[src/rtl/wallace32_pkg.sv]
// Shared constants, tree geometry helpers and stage payload type for the
// wallace32 multiplier. Build option: WALLACE32_PIPE_EN adds a register
// stage between the carry-save tree and the final adder (latency 2).
package wallace32_pkg;

    localparam int unsigned WIDTH       = 32;
    localparam int unsigned PROD_W      = 2 * WIDTH;
    localparam int unsigned TREE_LEVELS = 8;

`ifdef WALLACE32_PIPE_EN
    localparam int unsigned LATENCY = 2;
`else
    localparam int unsigned LATENCY = 1;
`endif

    // Sum/carry row pair leaving the carry-save tree
    typedef struct packed {
        logic [PROD_W-1:0] sum;
        logic [PROD_W-1:0] carry;
    } csa_pair_t;

    // Number of rows present at the input of reduction level lvl (level 0 = partial products)
    function automatic int unsigned rows_at(input int unsigned lvl);
        int unsigned r;
        r = WIDTH;
        for (int unsigned i = 0; i < lvl; i++) begin
            r = (r / 3) * 2 + (r % 3);
        end
        return r;
    endfunction

    // Offset of level lvl's first row inside the flattened row store
    function automatic int unsigned row_base(input int unsigned lvl);
        int unsigned base;
        base = 0;
        for (int unsigned i = 0; i < lvl; i++) begin
            base = base + rows_at(i);
        end
        return base;
    endfunction

endpackage

[src/rtl/wallace32_csa.sv]
// 3:2 carry-save compressor: one full adder per bit, carry vector pre-shifted
// left by one with the carry out of the top bit dropped.
module wallace32_csa #(
    parameter int unsigned W = 64
) (
    input  logic [W-1:0] a,
    input  logic [W-1:0] b,
    input  logic [W-1:0] c,
    output logic [W-1:0] sum,
    output logic [W-1:0] carry
);

    // Per-bit sum is the three-way parity
    assign sum = a ^ b ^ c;

    // Per-bit majority, weighted one position higher
    assign carry = {(a[W-2:0] & b[W-2:0]) | (a[W-2:0] & c[W-2:0]) | (b[W-2:0] & c[W-2:0]), 1'b0};

endmodule

[src/rtl/wallace32.sv]
// Unsigned 32x32 -> 64 Wallace-tree multiplier with registered product.
// Rows reduce 32->22->15->10->7->5->4->3->2 through 3:2 compressors, then a
// single carry-propagate add. Build option: WALLACE32_PIPE_EN registers the
// final two tree rows before the adder, giving latency 2 instead of 1.
module wallace32
    import wallace32_pkg::*;
(
    input  logic              clk,
    input  logic              rst_n,
    input  logic              in_valid,
    input  logic [WIDTH-1:0]  A,
    input  logic [WIDTH-1:0]  B,
    output logic              out_valid,
    output logic [PROD_W-1:0] prod
);

    localparam int unsigned TREE_ROWS = row_base(TREE_LEVELS + 1);
    localparam int unsigned LAST_BASE = row_base(TREE_LEVELS);

    // Every row of every level, flattened; level l occupies [row_base(l) +: rows_at(l)]
    logic [PROD_W-1:0] tree [TREE_ROWS];

    // Partial products: row j is A gated by B[j], weighted by 2^j
    for (genvar j = 0; j < int'(WIDTH); j++) begin : g_pp
        assign tree[j] = B[j] ? (PROD_W'(A) << j) : '0;
    end

    // Reduction levels: groups of three rows compress to two, leftovers pass through
    for (genvar l = 1; l <= int'(TREE_LEVELS); l++) begin : g_lvl
        localparam int unsigned SRC  = row_base(l - 1);
        localparam int unsigned DST  = row_base(l);
        localparam int unsigned NIN  = rows_at(l - 1);
        localparam int unsigned NCSA = NIN / 3;
        localparam int unsigned NPAS = NIN - 3 * NCSA;

        for (genvar g = 0; g < int'(NCSA); g++) begin : g_csa
            wallace32_csa #(
                .W (PROD_W)
            ) u_csa (
                .a     (tree[SRC + 3*g]),
                .b     (tree[SRC + 3*g + 1]),
                .c     (tree[SRC + 3*g + 2]),
                .sum   (tree[DST + 2*g]),
                .carry (tree[DST + 2*g + 1])
            );
        end

        for (genvar k = 0; k < int'(NPAS); k++) begin : g_pass
            assign tree[DST + 2*NCSA + k] = tree[SRC + 3*NCSA + k];
        end
    end

    csa_pair_t tree_out;
    csa_pair_t cpa_in;
    logic      cpa_valid;

    assign tree_out.sum   = tree[LAST_BASE];
    assign tree_out.carry = tree[LAST_BASE + 1];

`ifdef WALLACE32_PIPE_EN
    csa_pair_t stage_q;
    logic      stage_valid_q;

    // Capture the two surviving tree rows and their valid flag
    always_ff @(posedge clk or negedge rst_n) begin
        if (!rst_n) begin
            stage_q       <= '0;
            stage_valid_q <= 1'b0;
        end else begin
            stage_q       <= tree_out;
            stage_valid_q <= in_valid;
        end
    end

    assign cpa_in    = stage_q;
    assign cpa_valid = stage_valid_q;
`else
    assign cpa_in    = tree_out;
    assign cpa_valid = in_valid;
`endif

    // Final carry-propagate add into the output register; prod refreshes every cycle
    always_ff @(posedge clk or negedge rst_n) begin
        if (!rst_n) begin
            prod      <= '0;
            out_valid <= 1'b0;
        end else begin
            prod      <= cpa_in.sum + cpa_in.carry;
            out_valid <= cpa_valid;
        end
    end

endmodule

[config.mk]
export PLATFORM = sky130hd
export DESIGN_NAME = wallace32
export DESIGN_NICKNAME = d
export VERILOG_FILES = /design/src/rtl/wallace32_pkg.sv /design/src/rtl/wallace32_csa.sv /design/src/rtl/wallace32.sv
export SDC_FILE = /design/constraint.sdc
export NUM_CORES = 2
export LEC_CHECK = 0
export ABC_AREA = 1
export BUFFER_PORTS_ARGS = -buffer_cell sky130_fd_sc_hd__clkbuf_2
export CORE_ASPECT_RATIO = 1.2
export CORE_MARGIN = 2
export CORE_UTILIZATION = 50
export CTS_CLUSTER_DIAMETER = 80
export DETAILED_ROUTE_END_ITERATION = 12
export GPL_TIMING_DRIVEN = 0
export MAX_ROUTING_LAYER = met4
export PLACE_DENSITY_LB_ADDON = 0.3
export SLEW_MARGIN = 5
export SYNTH_ARGS = -nofsm -noshare
export SYNTH_HDL_FRONTEND = slang
export SYNTH_SLANG_ARGS = --single-unit
[constraint.sdc]
create_clock -name clk -period 0.8 [get_ports clk]
set_clock_uncertainty 0.1 [all_clocks]
set_input_delay 0 -clock clk [delete_from_list [all_inputs] [get_ports clk]]
set_output_delay 0 -clock clk [all_outputs]
set_load 0.01 [all_outputs]
# After elaboration in Yosys (flattened, before gate mapping)
# Index checks and enable logic that the tools add are counted.
word_totals:
  register_bits: 65
  latch_bits: 0
  ramBits: 0
  rom_bits: 0
  inputBits: 67
  output_inout_bits: 65
  elab_cells: 245
  mem_count: 0
op_classes:
  addsub: 1
  n_mul: 0
  div: 0
  n_lt_le_gt_ge: 0
  eq_ne: 0
  shifts: 0
  muxes: 32
  n_bitwise: 210
  reduce_logical: 0
ops:
  columns: ["cell", "n"]
  rows:
  - ["63-bit OR", 60]
  - ["63-bit bitwise AND", 58]
  - ["64-bit XOR", 38]
  - ["63-bit by 62-bit bitwise AND with 63-bit output", 2]
  - ["64-bit adder", 1]
  - ["64-bit by 34-bit XOR with 64-bit output", 1]
  - ["64-bit by 37-bit XOR with 64-bit output", 1]
  - ["64-bit by 40-bit XOR with 64-bit output", 1]
  - ["64-bit by 43-bit XOR with 64-bit output", 1]
  - ["64-bit by 46-bit XOR with 64-bit output", 1]
  - ["64-bit by 49-bit XOR with 64-bit output", 1]
  - ["64-bit by 52-bit XOR with 64-bit output", 1]
  - ["64-bit by 55-bit XOR with 64-bit output", 1]
  - ["64-bit by 58-bit XOR with 64-bit output", 1]
  - ["64-bit by 61-bit XOR with 64-bit output", 1]
  - ["64-bit by 62-bit XOR with 64-bit output", 1]
  - ["64-bit by 63-bit XOR with 64-bit output", 1]
  - ["63-bit 2-to-1 mux", 1]
  - ["62-bit 2-to-1 mux", 1]
  - ["59-bit by 61-bit bitwise AND with 61-bit output", 1]
  - ["60-bit by 61-bit bitwise AND with 61-bit output", 1]
  - ["61-bit 2-to-1 mux", 1]
  - ["59-bit by 60-bit bitwise AND with 60-bit output", 1]
  - ["60-bit 2-to-1 mux", 1]
  - ["other kinds (65)", 65]

# Depth between registers and ports, before layout
depth:
  word_depth: 26
  depth_mapped: 30
  depth_no_buf: 29

# Hierarchy
# From an unflattened synthesis, not the netlist that was laid out.
hier_totals:
  hier_cells: 5811
  hier_area_um2: 55207.9
by_module_without_submodules:
  columns: ["module", "instances", "cells_per_inst", "area_per_inst_um2", "seq_area_each_um2"]
  rows:
  - ["wallace32_csa", 30, 74, 1307.5, 0.0]
  - ["wallace32", 1, 3591, 15982.8, 1626.6]

# Worst setup path after synthesis
# OpenSTA, ideal clock, no wires.
synth_timing:
  kind: "in2reg"
  startpoint: "input port B[29]"
  endpoint: "register prod[57]"
  setup_ns: 0.117
  arrival_ns: 5.613
  required_ns: 0.583
  path_slack_ns: -5.030
  stages: 26
  n_path_buf: 1
  cell_sequence: "clkbuf_1 -> nand2_1 -> fa_1 -> inv_1 -> fa_1 -> inv_1 -> fa_1 -> fa_1 -> fa_1 -> fa_1 -> inv_1 -> fa_1 -> inv_1 -> fa_1 -> inv_1 -> ha_1 -> nand2_1 -> inv_1 -> a21oi_1 -> nor2_1 -> nor2_1 -> nand2_1 -> nand2_1 -> nand3_1 -> nand2_1 -> nand2_1"
synth_via:
  elab_chain_len: 23
  word_cells_on_any_way: 52
  classes_between: "add/sub: 1; mux: 1; bitwise: 50"
synth_lines:
  columns: ["item", "line_no", "rtl"]
  rows:
  - ["start, declared", "wallace32.sv:12", "input logic [WIDTH-1:0] B,"]
  - ["61-bit 2-to-1 mux (*)", "wallace32.sv:25", "assign tree[j] = B[j] ? (PROD_W'(A) << j) : '0;"]
  - ["59-bit by 61-bit bitwise AND with 61-bit output", "wallace32_csa.sv:17", "assign carry = {(a[W-2:0] & b[W-2:0]) | (a[W-2:0] & c[W-2:0]) | (b[W-2:0] & c[W-2:0]), 1'b0};"]
  - ["63-bit OR (2 in a row)", "wallace32_csa.sv:17", null]
  - ["63-bit bitwise AND", "wallace32_csa.sv:17", null]
  - ["63-bit OR (2 in a row)", "wallace32_csa.sv:17", null]
  - ["64-bit XOR", "wallace32_csa.sv:14", "assign sum = a ^ b ^ c;"]
  - ["64-bit by 63-bit XOR with 64-bit output", "wallace32_csa.sv:14", null]
  - ["63-bit bitwise AND", "wallace32_csa.sv:17", null]
  - ["63-bit OR (2 in a row)", "wallace32_csa.sv:17", null]
  - ["64-bit XOR", "wallace32_csa.sv:14", null]
  - ["63-bit bitwise AND", "wallace32_csa.sv:17", null]
  - ["63-bit OR (2 in a row)", "wallace32_csa.sv:17", null]
  - ["63-bit bitwise AND", "wallace32_csa.sv:17", null]
  - ["63-bit OR (2 in a row)", "wallace32_csa.sv:17", null]
  - ["63-bit bitwise AND", "wallace32_csa.sv:17", null]
  - ["63-bit OR (2 in a row)", "wallace32_csa.sv:17", null]
  - ["64-bit adder (*)", "wallace32.sv:88", "prod <= cpa_in.sum + cpa_in.carry;"]
  - ["end signal, assigned", "wallace32.sv:88", null]
  - ["end, declared", "wallace32.sv:14", "output logic [PROD_W-1:0] prod"]
# Mark *: on every way between the ends. The rest lies on a longest branch, timed or not.

# Worst setup path in the final report
layout_timing:
  startpoint: "input port A[12]"
  endpoint: "register prod[59]"
layout_via:
  elab_chain_len: 26
  word_cells_on_any_way: 243
  classes_between: "add/sub: 1; mux: 32; bitwise: 210"
layout_lines:
  columns: ["item", "line_no", "rtl"]
  rows:
  - ["start, declared", "wallace32.sv:11", "input logic [WIDTH-1:0] A,"]
  - ["32-bit 2-to-1 mux, or another cell as far along", "wallace32.sv:25", null]
  - ["32-bit by 33-bit bitwise AND with 33-bit output or 32-bit by 34-bit bitwise AND with 34-bit output (tied branches)", "wallace32_csa.sv:17", null]
  - ["63-bit OR (2 in a row)", "wallace32_csa.sv:17", null]
  - ["63-bit bitwise AND", "wallace32_csa.sv:17", null]
  - ["63-bit OR (2 in a row)", "wallace32_csa.sv:17", null]
  - ["63-bit bitwise AND", "wallace32_csa.sv:17", null]
  - ["63-bit OR (2 in a row)", "wallace32_csa.sv:17", null]
  - ["63-bit bitwise AND", "wallace32_csa.sv:17", null]
  - ["(+3 left out)", null, null]
  - ["63-bit OR (2 in a row)", "wallace32_csa.sv:17", null]
  - ["63-bit bitwise AND", "wallace32_csa.sv:17", null]
  - ["63-bit OR (2 in a row)", "wallace32_csa.sv:17", null]
  - ["63-bit bitwise AND", "wallace32_csa.sv:17", null]
  - ["63-bit OR (2 in a row)", "wallace32_csa.sv:17", null]
  - ["63-bit bitwise AND", "wallace32_csa.sv:17", null]
  - ["63-bit OR (2 in a row)", "wallace32_csa.sv:17", null]
  - ["64-bit adder (*)", "wallace32.sv:88", null]
# Marks and branches as above.

==> results_dict.tcl <==
set metrics [dict create \
    synth_top_family_by_area "adder cells" \
    yosys_register_bits 65 \
    worst_pin_slew_ps 855.7 \
    synth_simple_gate_area_share_pct 18.07 \
    final_nets 6359 \
    worst_path_most_repeated_cell "sky130_fd_sc_hd__inv_2" \
    async_reset_ff_share_pct 100.0 \
    synth_fp_nets 6005 \
    fillers 5902 \
    fp.dieW_um 251.0 \
    placement.cell_area_sq_um 41360 \
    synth_flop_cell "sky130_fd_sc_hd__dfrtp_1" \
    routedWlPerCell_um 24.51 \
    run_status "finished, violations left" \
    timing_worst_setup_path_type "input port to flop" \
    mean_instance_size_in_the_synthesized_netlist_sq_um 7.603 \
    grt_max_degree 66 \
    final_layout_size_suffix_gt1_share_pct 26.28 \
    cts_buf_count 9 \
    sequential_share_of_the_synthesized_area_pct 4.442 \
    drt-vias-per-instance 5.254 \
    cts_sinks 65 \
    critical_path.n_buffers_inverters 11 \
    grt_pass1_wl_um 218400 \
    synth.mux.area_fraction_pct 0 \
    synthesis.yosys.warnings 0 \
    clock.fmax_ghz 0.1661 \
    drt.antenna.violating_nets 0 \
    timing.critical_path.from_type "input port" \
    buffer_ports.inserted 131 \
    crit_path_end_kind "flop" \
    cts_root_buffer "sky130_fd_sc_hd__clkbuf_16" \
    clock_path_buffers 2 \
    synth_adder_area_share_pct 56.96 \
    count_of_cell_types_in_the_netlist 27 \
    relative_slew_slack_pct 42.95 \
    synth_cells 4816 \
    pre_cts_ws_ps -6125 \
    max_cap_viol_count 0 \
    clkTransAtPathRegs_ps 60 \
    floorplan.rows 108 \
    flow.area_growth_from_synthesis_pct 30.97 \
    drt_first_pass_iters 7 \
    multi_input_comb_area_sq_um 31400 \
    crit_fanout 7 \
    period_share_pct 752.5 \
    clock_tree.htree_level_count 3 \
    synth_xor_area_share_pct 0.6937 \
    grt-ovfl-total 0 \
    critical_path_arrival_ps 6160 \
    finalInstanceArea_sq_um 47950 \
    hold-worst-slack_ps -317.9 \
    cts_tree "done" \
    grt_setup_unrepaired "true" \
    timing.critical_path.slowest_cell_delay_ps 570 \
    critical-path-top-delay-family "adder cells" \
    antenna_violations_before_repair 5 \
    post_cts_hold_buffer_count 2 \
    global_router_s_overall_resource_usage_pct 41.78 \
    aggregate_routed_wire_length_um 149900 \
    via_count 32130 \
    worst_path_required_ps 940 \
    critical-path-slowest-cell "sky130_fd_sc_hd__fa_2" \
    core_area_sq_um 72430 \
    initial_utilization_pct 50.55 \
    violations_in_the_final_reports "hold timing, setup timing" \
    synth-compound-area-share_pct 0.6288 \
    timing.final.hold_violations 65 \
    period_minus_slack_ps 6020 \
    die_area_sq_um 75420 \
    io_pins 132 \
    detailed_place_hpwl_um 117400 \
    initialDrtViolationCount 2756 \
    globalplace.congestion 1.055 \
    seq_area_sq_um 1627 \
    report.final.setup_viol 127 \
    synth_area_sq_um 36620 \
    slew_violations 0 \
    hp-class "input port to asynchronous set/reset pin" \
    synth_edf_count 0 \
    postLayoutSetupSlackWorst_ps -5220 \
    via_count_of_the_first_global_routing_pass 34070 \
    vertical_die_dimension_um 300.4 \
    remaining_drc_errors 0 \
]
## stage by stage
| stage | hold WS (ps) | utilization, % | TNS [ps] | instances |
|---|---|---|---|---|
| after CTS | -305.1 | 64.07 | -286100 | 6046 |
| after global placement | 9.094 | 57.11 | -370280 | 5882 |
| after detailed placement | 18.30 | 57.11 | -327450 | 5882 |
| after global routing | -229.6 | 66.21 | -296960 | 6115 |
| final | -317.9 | 66.21 | -288540 | 6115 |
| after floorplan | -395.6 | - | -253850 | 4816 |
## layer usage
metal  vias to the layer above  track usage [%]  part of all wire, %
li1                      13710                -                    -
met1                     16020            49.52                   35
met2                      1844            63.53                   45
met3                       561            10.81                   11
met4                         0            26.90                  9.0
met5                         -                -                    0
## area by class of cell
cell class                 count  share of cell area [%]
antenna                        5                 0.02609
clock inverter                 5                  0.1774
tap                          935                   2.440
timing repair buffer         343                   7.120
sequential                    65                   3.392
multi-input combinational   2877                   65.47
inverter                    1682                   13.23
clock buffer                  11                  0.5271
buffer                       192                   7.619
## registers in the layout, summed over array words and instances, names as in the netlist
register   cells
out_valid      1
prod          64
## final timing paths
path,cells after the start,endpoint,from
max,28,prod[59]$_DFF_PN0_,A[12]
min,1,prod[11]$_DFF_PN0_,rst_n
max in group asynchronous,1,prod[56]$_DFF_PN0_,rst_n
min in group clk,5,prod[1]$_DFF_PN0_,A[1]
## logic make-up (layout without fill, tap and decap cells)
family | count (synthesis) | in the layout
buf+inv | 1874 | 2233
fa+ha+maj | 1122 | 1122
flops | 65 | 65
simple gates | 1683 | 1683
xor+xnor | 29 | 29
other cells | 0 | 5
compound gates | 43 | 43
## cell usage in the layout (no fill, tap or decap), drive strengths merged
cell type	count
o21ai	9
dfrtp	65
dlygate4sd3	2
and2	4
buf	254
inv	1683
nand2	1484
o21bai	3
xor2	23
nand4	17
and3	4
a21oi	28
clkbuf	290
nor2	115
nand3	53
xnor2	6
a21o	2
diode	5
bufinv	2
o211ai	1
fa	908
nor3	6
ha	214
clkinv	1
clkinvlp	1
## cell usage after synthesis, types with 9 or more instances
library cell               count  area, sq um
sky130_fd_sc_hd__a21oi_1      28        140.1
sky130_fd_sc_hd__inv_1      1673         6280
sky130_fd_sc_hd__ha_1        214         2678
sky130_fd_sc_hd__nor2_1       91        341.6
sky130_fd_sc_hd__nor2_2       15        93.84
sky130_fd_sc_hd__dfrtp_1      65         1627
sky130_fd_sc_hd__fa_1        908        18180
sky130_fd_sc_hd__nand3_1      48        240.2
sky130_fd_sc_hd__inv_2         9        33.78
sky130_fd_sc_hd__nor2_4        9        101.4
sky130_fd_sc_hd__clkbuf_1    192        720.7
sky130_fd_sc_hd__xor2_1       23        201.4
sky130_fd_sc_hd__nand2_1    1476         5540
sky130_fd_sc_hd__nand4_1      17        106.4
## timing repair
item                                    CTS  global route
endpoints found under the setup margin  127           127
gates resized for setup                 714           421
cloned                                    7             4
buffers inserted                        139            66
endpoints found under the hold margin    67            65
pin swaps                               241           340
Power is left out: the tool's default activity adds up to more than one toggle a clock period on the data nets, which glitch-free logic cannot reach.
